`config.mk`:
```
export PLATFORM = sky130hd
export DESIGN_NAME = data_read_unit_flat
export DESIGN_NICKNAME = d
export VERILOG_FILES = /design/src/rtl/mips_mem_pkg.sv /design/src/rtl/data_read_unit_if.sv /design/src/rtl/llsc_reservation.sv /design/src/rtl/data_read_unit.sv /design/src/flat_wrapper.sv
export SDC_FILE = /design/constraint.sdc
export NUM_CORES = 1
export LEC_CHECK = 0
export CAP_MARGIN = 10
export CORE_ASPECT_RATIO = 0.6
export CORE_MARGIN = 2
export CORE_UTILIZATION = 34
export CTS_CLUSTER_DIAMETER = 30
export DETAILED_ROUTE_END_ITERATION = 12
export PLACE_DENSITY = 0.9
export SYNTH_ARGS = -nofsm -noshare
export SYNTH_HDL_FRONTEND = slang
export SYNTH_SLANG_ARGS = --single-unit
export TNS_END_PERCENT = 10
```
`constraint.sdc`:
```
create_clock -name clock -period 1.6 [get_ports clock]
set_clock_uncertainty 0.05 [all_clocks]
set_input_delay 0.32 -clock clock [delete_from_list [all_inputs] [get_ports clock]]
set_output_delay 0.32 -clock clock [all_outputs]
set_load 0.05 [all_outputs]
```
`src/rtl/mips_mem_pkg.sv`:
```
// Shared definitions for the MEM-stage data-read path: FSM encoding and
// the word-address width.
package mips_mem_pkg;

  localparam int WORD_ADDR_W = 30;

  typedef enum logic [1:0] {
    IDLE  = 2'd0,
    WAIT  = 2'd1,
    DONE  = 2'd2,
    DRAIN = 2'd3
  } drd_state_e;

endpackage

```
`src/rtl/data_read_unit_if.sv`:
```
// Data-memory read bus between the read unit (master) and memory (slave).
// Handshake: the master raises DataMem_Read and holds it, together with a
// stable DataMem_Address, until the cycle in which the slave pulses
// DataMem_Ack; DataMem_ReadData is valid only in that Ack cycle. A request
// is never withdrawn before its Ack.
interface data_read_unit_if;
  import mips_mem_pkg::*;

  logic                   DataMem_Read;
  logic [WORD_ADDR_W-1:0] DataMem_Address;
  logic                   DataMem_Ack;
  logic [31:0]            DataMem_ReadData;

  modport master (
    output DataMem_Read, DataMem_Address,
    input  DataMem_Ack, DataMem_ReadData
  );

  modport slave (
    input  DataMem_Read, DataMem_Address,
    output DataMem_Ack, DataMem_ReadData
  );
endinterface

```
`src/rtl/llsc_reservation.sv`:
```
// LL/SC reservation: tracks an in-flight LL, sets LLbit/LLAddr when its data
// is captured, and clears on ERET, SC completion or a matching invalidation.
// A clear arriving together with (or ahead of) the capture wins.
module llsc_reservation
  import mips_mem_pkg::*;
(
  input  logic                   clk,
  input  logic                   rst,
  input  logic                   load_start,
  input  logic                   load_is_ll,
  input  logic                   capture,
  input  logic [WORD_ADDR_W-1:0] fill_addr,
  input  logic [WORD_ADDR_W-1:0] cur_addr,
  input  logic                   eret,
  input  logic                   sc_done,
  input  logic                   inval_valid,
  input  logic [WORD_ADDR_W-1:0] inval_addr,
  output logic                   atomic
);

  logic                   ll_pend;
  logic                   ll_dead;
  logic                   ll_bit;
  logic [WORD_ADDR_W-1:0] ll_addr;
  logic                   hit_fill;
  logic                   hit_res;
  logic                   clear_any;

  assign hit_fill  = inval_valid && (inval_addr == fill_addr);
  assign hit_res   = inval_valid && (inval_addr == ll_addr);
  assign clear_any = eret || sc_done || hit_res;

  // Remember whether the in-flight load is an LL and whether its word was
  // invalidated while the read was outstanding.
  always_ff @(posedge clk) begin
    if (rst) begin
      ll_pend <= 1'b0;
      ll_dead <= 1'b0;
    end else if (load_start) begin
      ll_pend <= load_is_ll;
      ll_dead <= 1'b0;
    end else if (hit_fill) begin
      ll_dead <= 1'b1;
    end
  end

  // Reservation register: LL capture arms it unless killed, clears drop it.
  always_ff @(posedge clk) begin
    if (rst) begin
      ll_bit  <= 1'b0;
      ll_addr <= '0;
    end else if (capture && ll_pend) begin
      ll_addr <= fill_addr;
      ll_bit  <= !(eret || sc_done || hit_fill || ll_dead);
    end else if (clear_any) begin
      ll_bit <= 1'b0;
    end
  end

  assign atomic = ll_bit && (ll_addr == cur_addr);

endmodule

```
`src/rtl/data_read_unit.sv`:
```
// MEM-stage data-read unit: issues one word read per load, stalls the pipe
// until data returns, drains reads orphaned by a flush, and holds captured
// data while the pipe is stalled downstream.
// Optional macro DATA_READ_LLSC_EN adds the LL/SC reservation; without it
// Atomic is tied high so SC behaves as a plain store.
module data_read_unit
  import mips_mem_pkg::*;
(
  input  logic                   clock,
  input  logic                   reset,
  input  logic                   Req_Read,
  input  logic                   Req_LL,
  input  logic                   Req_SC,
  input  logic [31:0]            Address,
  input  logic                   Flush,
  input  logic                   Eret,
  input  logic                   Pipe_Stall,
  input  logic                   Inval_Valid,
  input  logic [WORD_ADDR_W-1:0] Inval_Address,
  data_read_unit_if.master       mem,
  output logic [31:0]            ReadData,
  output logic                   Stall,
  output logic                   Atomic,
  output drd_state_e             dbg_state
);

  drd_state_e             state_q;
  drd_state_e             state_d;
  logic [WORD_ADDR_W-1:0] addr_q;
  logic [31:0]            rdata_q;
  logic                   accept;
  logic                   capture;

  // Next-state and handshake outputs; Ack is only looked at in WAIT/DRAIN.
  always_comb begin
    state_d          = state_q;
    Stall            = 1'b0;
    mem.DataMem_Read = 1'b0;
    accept           = 1'b0;
    capture          = 1'b0;
    case (state_q)
      IDLE: begin
        if (Req_Read && !Flush) begin
          accept  = 1'b1;
          Stall   = 1'b1;
          state_d = WAIT;
        end
      end
      WAIT: begin
        mem.DataMem_Read = 1'b1;
        Stall            = 1'b1;
        if (mem.DataMem_Ack) begin
          if (!Flush) begin
            capture = 1'b1;
            state_d = DONE;
          end else begin
            state_d = IDLE;
          end
        end else if (Flush) begin
          state_d = DRAIN;
        end
      end
      DRAIN: begin
        mem.DataMem_Read = 1'b1;
        Stall            = 1'b1;
        if (mem.DataMem_Ack) state_d = IDLE;
      end
      DONE: begin
        if (!Pipe_Stall) state_d = IDLE;
      end
      default: state_d = IDLE;
    endcase
  end

  // State, request address and captured data registers.
  always_ff @(posedge clock) begin
    if (reset) begin
      state_q <= IDLE;
      addr_q  <= '0;
      rdata_q <= '0;
    end else begin
      state_q <= state_d;
      if (accept)  addr_q  <= Address[31:2];
      if (capture) rdata_q <= mem.DataMem_ReadData;
    end
  end

  assign mem.DataMem_Address = addr_q;
  assign ReadData            = rdata_q;
  assign dbg_state           = state_q;

`ifdef DATA_READ_LLSC_EN
  logic unused_bits;
  assign unused_bits = ^Address[1:0];

  llsc_reservation u_llsc (
    .clk         (clock),
    .rst         (reset),
    .load_start  (accept),
    .load_is_ll  (Req_LL),
    .capture     (capture),
    .fill_addr   (addr_q),
    .cur_addr    (Address[31:2]),
    .eret        (Eret),
    .sc_done     (Req_SC),
    .inval_valid (Inval_Valid),
    .inval_addr  (Inval_Address),
    .atomic      (Atomic)
  );
`else
  logic unused_bits;
  assign unused_bits = ^{Address[1:0], Req_LL, Req_SC, Eret, Inval_Valid, Inval_Address};

  assign Atomic = 1'b1;
`endif

endmodule

```
`src/flat_wrapper.sv`:
```
// flat-port wrapper written by rule: the top's interface ports become plain ports
module data_read_unit_flat import mips_mem_pkg::*;
  (clock, reset, Req_Read, Req_LL, Req_SC, Address, Flush, Eret, Pipe_Stall, Inval_Valid, Inval_Address, ReadData, Stall, Atomic, dbg_state, mem_DataMem_Read, mem_DataMem_Address, mem_DataMem_Ack, mem_DataMem_ReadData);
  data_read_unit_if mem_i ();
  input  logic clock;
  input  logic reset;
  input  logic Req_Read;
  input  logic Req_LL;
  input  logic Req_SC;
  input  logic [31:0] Address;
  input  logic Flush;
  input  logic Eret;
  input  logic Pipe_Stall;
  input  logic Inval_Valid;
  input  logic [WORD_ADDR_W-1:0] Inval_Address;
  output logic [31:0] ReadData;
  output logic Stall;
  output logic Atomic;
  output drd_state_e dbg_state;
  output wire logic [$bits(mem_i.DataMem_Read)-1:0] mem_DataMem_Read;
  output wire logic [$bits(mem_i.DataMem_Address)-1:0] mem_DataMem_Address;
  input wire logic [$bits(mem_i.DataMem_Ack)-1:0] mem_DataMem_Ack;
  input wire logic [$bits(mem_i.DataMem_ReadData)-1:0] mem_DataMem_ReadData;
  assign mem_DataMem_Read = mem_i.DataMem_Read;
  assign mem_DataMem_Address = mem_i.DataMem_Address;
  assign mem_i.DataMem_Ack = mem_DataMem_Ack;
  assign mem_i.DataMem_ReadData = mem_DataMem_ReadData;
  data_read_unit u_core (.clock(clock), .reset(reset), .Req_Read(Req_Read), .Req_LL(Req_LL), .Req_SC(Req_SC), .Address(Address), .Flush(Flush), .Eret(Eret), .Pipe_Stall(Pipe_Stall), .Inval_Valid(Inval_Valid), .Inval_Address(Inval_Address), .mem(mem_i), .ReadData(ReadData), .Stall(Stall), .Atomic(Atomic), .dbg_state(dbg_state));
endmodule
```
==> out/metrics.cfg, run 1 <==
[layout]
leading_cell_types_in_the_layout_fill_and_taps_excluded=nand2_1, buf_4, clkdlybuf4s50_1
areaGrowthSynthToFinish_pct=71.3
n_fill_cell=556
final_layout_size_suffix_gt1_frac=0.242
finish.utilization=0.596
fin_nets=527
antennaDiodeCount=0
layout_commonest_cell=nand2_1

[worst_setup_path]
crit-reg2reg-capture=u_core.mem.DataMem_Address[4]$_SDFFE_PP0P_
worst_setup_path_start_kind=flop
timing.setup.critical_path_class=flop to output port
ff2ff_path_depth=6
required_ns=1.23
reg2reg_launch_point=u_core.dbg_state[1]$_SDFFE_PP0P_
worst-endpoint-arrival_ns=1.15
path_max_fanout=9
worst-r2r-setup-slack_ns=0.14
worstSetupEndpointType=output port

[drt]
avgViaCountPerCell=4.47
post-route-drc-count=0
num_vias=2292
maxUsedRoutingLayer=met4
detailedRoute.firstPassIterationCount=5
met2WireLength_um=2890
dr.first_iter.drc_count=128
final_antenna_net_count=0
wl_met3_um=556
routedLengthMet1_um=2830
detail_route.wirelength_um=6300
routedWlPerCell_um=12.3

[yosys]
ys_seq_elements=64
post_synth_and_or_nand_nor_area_fraction=0.234
synth_top_family_by_area=simple AND/OR/NAND/NOR gates
postSynthAreaPerCell_sq_um=7.98
synthCells=287
register_area_share_after_synthesis=0.559
synth_fp_nets=391
synth_fa_ha_area_frac=0
synth_xor_area_frac=0
netlist_area_sq_um=2290
muxShareOfSynthArea=0
synth-warning-count=0
synth_cell_type_count=20
compound_gate_portion_of_the_synthesized_area=0.150

[power_and_ir_drop]
cellInternalPower_mw=2.65
p_switching_uw=947
p_seq_frac=0.465
p_clk_frac=0.349
power_per_cell_area_nw_per_um2=917
power_leakage_nw=1.56
vdd.ir_drop.worst_mv=0.411
comb_power_share=0.186
switching_portion_of_total_power=0.263

[floorplan]
core-area_sq_um=6590
starting_density_of_the_core=0.348
die-height_um=67.6
placement_rows=23
die_area_sq_um=7430
top_level_ports=171
die-width_um=110

[worst_hold_path]
hold_path.startpoint=u_core.ReadData[1]$_SDFFE_PP0P_
worst_hold_path.num_cells=2
worst_hold_path.endpoint=u_core.ReadData[1]$_SDFFE_PP0P_
hold_path_class=flop to flop

[timing]
peak_clock_frequency_supported_by_timing_mhz=657
setup_ws_ns=0.0772
report.final.hold_viol_count=0
maxSlewViolCount=0
rsz0062_at_grt=false
final_period_minus_worst_setup_slack_ns=1.52
post_route_hold_slack_ns=0.404
setup-violations-final=0
min_period_over_period=0.952

[placed_design]
detailedPlacementHpwl_um=4540
place.port_buffers=133
gp_routability_congestion=0.716
detailedPlace.worstSlack_ns=-0.244

[clock_tree]
cts_tree=built
cts.root.buffer_cell=clkbuf_8
numCtsBuffers=9
cts_num_sinks=64
clk_transition_reported_paths_ns=0.06
clock_insertion_delay_worst_skew_ns=0.32
cts.htree.levels=3
clockBufferDepth=2

[outcome]
run_status=completed

[global_route]
antenna_found_initial=0
via_count_of_the_first_global_routing_pass=2113
grt.total_usage=0.167
grt-ovfl-total=0
grt_first_pass_wirelength_um=9520
maximum_number_of_pins_on_one_net_before_global_route_repair=65

[job]
maxCapViolCount=0

[final cells by class]
type / instances / area [sq um] / share of cell area
timing repair buffer: 149 / 1450 / 0.369
sequential: 64 / 1280 / 0.327
multi-input combinational: 199 / 908 / 0.231
clock buffer: 10 / 128 / 0.0325
tap: 87 / 109 / 0.0277
clock inverter: 4 / 47.5 / 0.0121
[power by group through the flow]
stage | Combinational [mW] | Clock, mW | Sequential (mW)
2_1_floorplan | 0.154 | 0 | 1.89
3_3_place_gp | 0.656 | 0 | 1.71
3_5_place_dp | 0.666 | 0 | 1.71
4_1_cts | 0.670 | 1.32 | 1.67
5_1_grt | 0.710 | 1.39 | 1.68
6_report | 0.669 | 1.26 | 1.67
[worst max-delay path: stages (launching register included)]
cell and delay (ns):
dfxtp_2 0.32, buf_4 0.17, a21o_1 0.19, buf_12 0.15
[metrics by stage]
stage | power, mW | std cells | area [sq um] | setup TNS, ns
6_report | 3.60 | 513 | 3930 | 0
2_1_floorplan | 2.04 | 287 | 2290 | 0
5_1_grt | 3.78 | 513 | 3930 | 0
3_3_place_gp | 2.36 | 496 | 3720 | -12.31
3_5_place_dp | 2.38 | 496 | 3720 | -13.27
4_1_cts | 3.66 | 511 | 3910 | 0
[per-layer routing]
metal,vias up,global-route usage
met5,-,0
li1,1187,-
met2,77,0.287
met4,0,0.0475
met1,1024,0.190
met3,4,0.0743
[Yosys cell counts (all sizes together)]
library cell  number  share of area
nor4b              1         0.0066
nand3b             1         0.0033
nor2               1         0.0016
dfxtp             64           0.56
or4b               1         0.0044
a21bo              1         0.0044
a21o               1         0.0033
clkbuf            10          0.016
nor4bb             1         0.0044
a21oi             63           0.14
nand2b             2         0.0055
conb               1         0.0016
a31oi              1         0.0027
buf               14          0.039
nand4bb            1         0.0049
nand2            124           0.20
[logic make-up (layout without fill, tap and decap cells)]
group                  Yosys count  count (layout)
and+or+nand+nor                132             132
AOI/OAI and AO/OA               66              66
DFF                             64              64
buffers and inverters           24             163
other                            1               1
[what timing repair did]
item / in CTS / in global routing
gates resized for setup: 5 / 0
buffers inserted: 1 / 2
hold buffers: 0 / 0
pin swaps: 1 / 1
endpoints found under the setup margin: 1 / 1
[how the worst max path moves through the flow]
stage | from | to | slack (ns) | depth (start not counted)
3_3_place_gp | Req_Read | u_core.mem.DataMem_Address[2]$_SDFFE_PP0P_ | -0.21 | 5
3_5_place_dp | Req_Read | u_core.mem.DataMem_Address[4]$_SDFFE_PP0P_ | -0.24 | 5
6_report | u_core.dbg_state[0]$_SDFFE_PP0P_ | Stall | 0.08 | 3
4_1_cts | u_core.dbg_state[1]$_SDFFE_PP0P_ | Stall | 0.02 | 4
5_1_grt | u_core.dbg_state[1]$_SDFFE_PP0P_ | Stall | 0.02 | 4
2_1_floorplan | u_core.dbg_state[1]$_SDFFE_PP0P_ | u_core.mem.DataMem_Address[19]$_SDFFE_PP0P_ | 0.08 | 5
[state kept, by name (all words and copies together) (netlist names)]
register and cells:
u_core.mem.DataMem_Address 30, u_core.dbg_state 2, u_core.ReadData 32
No activity file was read; power rests on OpenSTA's default activity.
==> inputs of run 2 (changes only) <==
--- a/config.mk
+++ b/config.mk
@@ -10,8 +10,10 @@
 export CORE_MARGIN = 2
 export CORE_UTILIZATION = 34
 export CTS_CLUSTER_DIAMETER = 30
+export CTS_CLUSTER_SIZE = 40
 export DETAILED_ROUTE_END_ITERATION = 12
 export PLACE_DENSITY = 0.9
+export SLEW_MARGIN = 5
 export SYNTH_ARGS = -nofsm -noshare
 export SYNTH_HDL_FRONTEND = slang
 export SYNTH_SLANG_ARGS = --single-unit
==> results of run 2 <==
Final layout, timing and power as in run 1 (identical DEF).
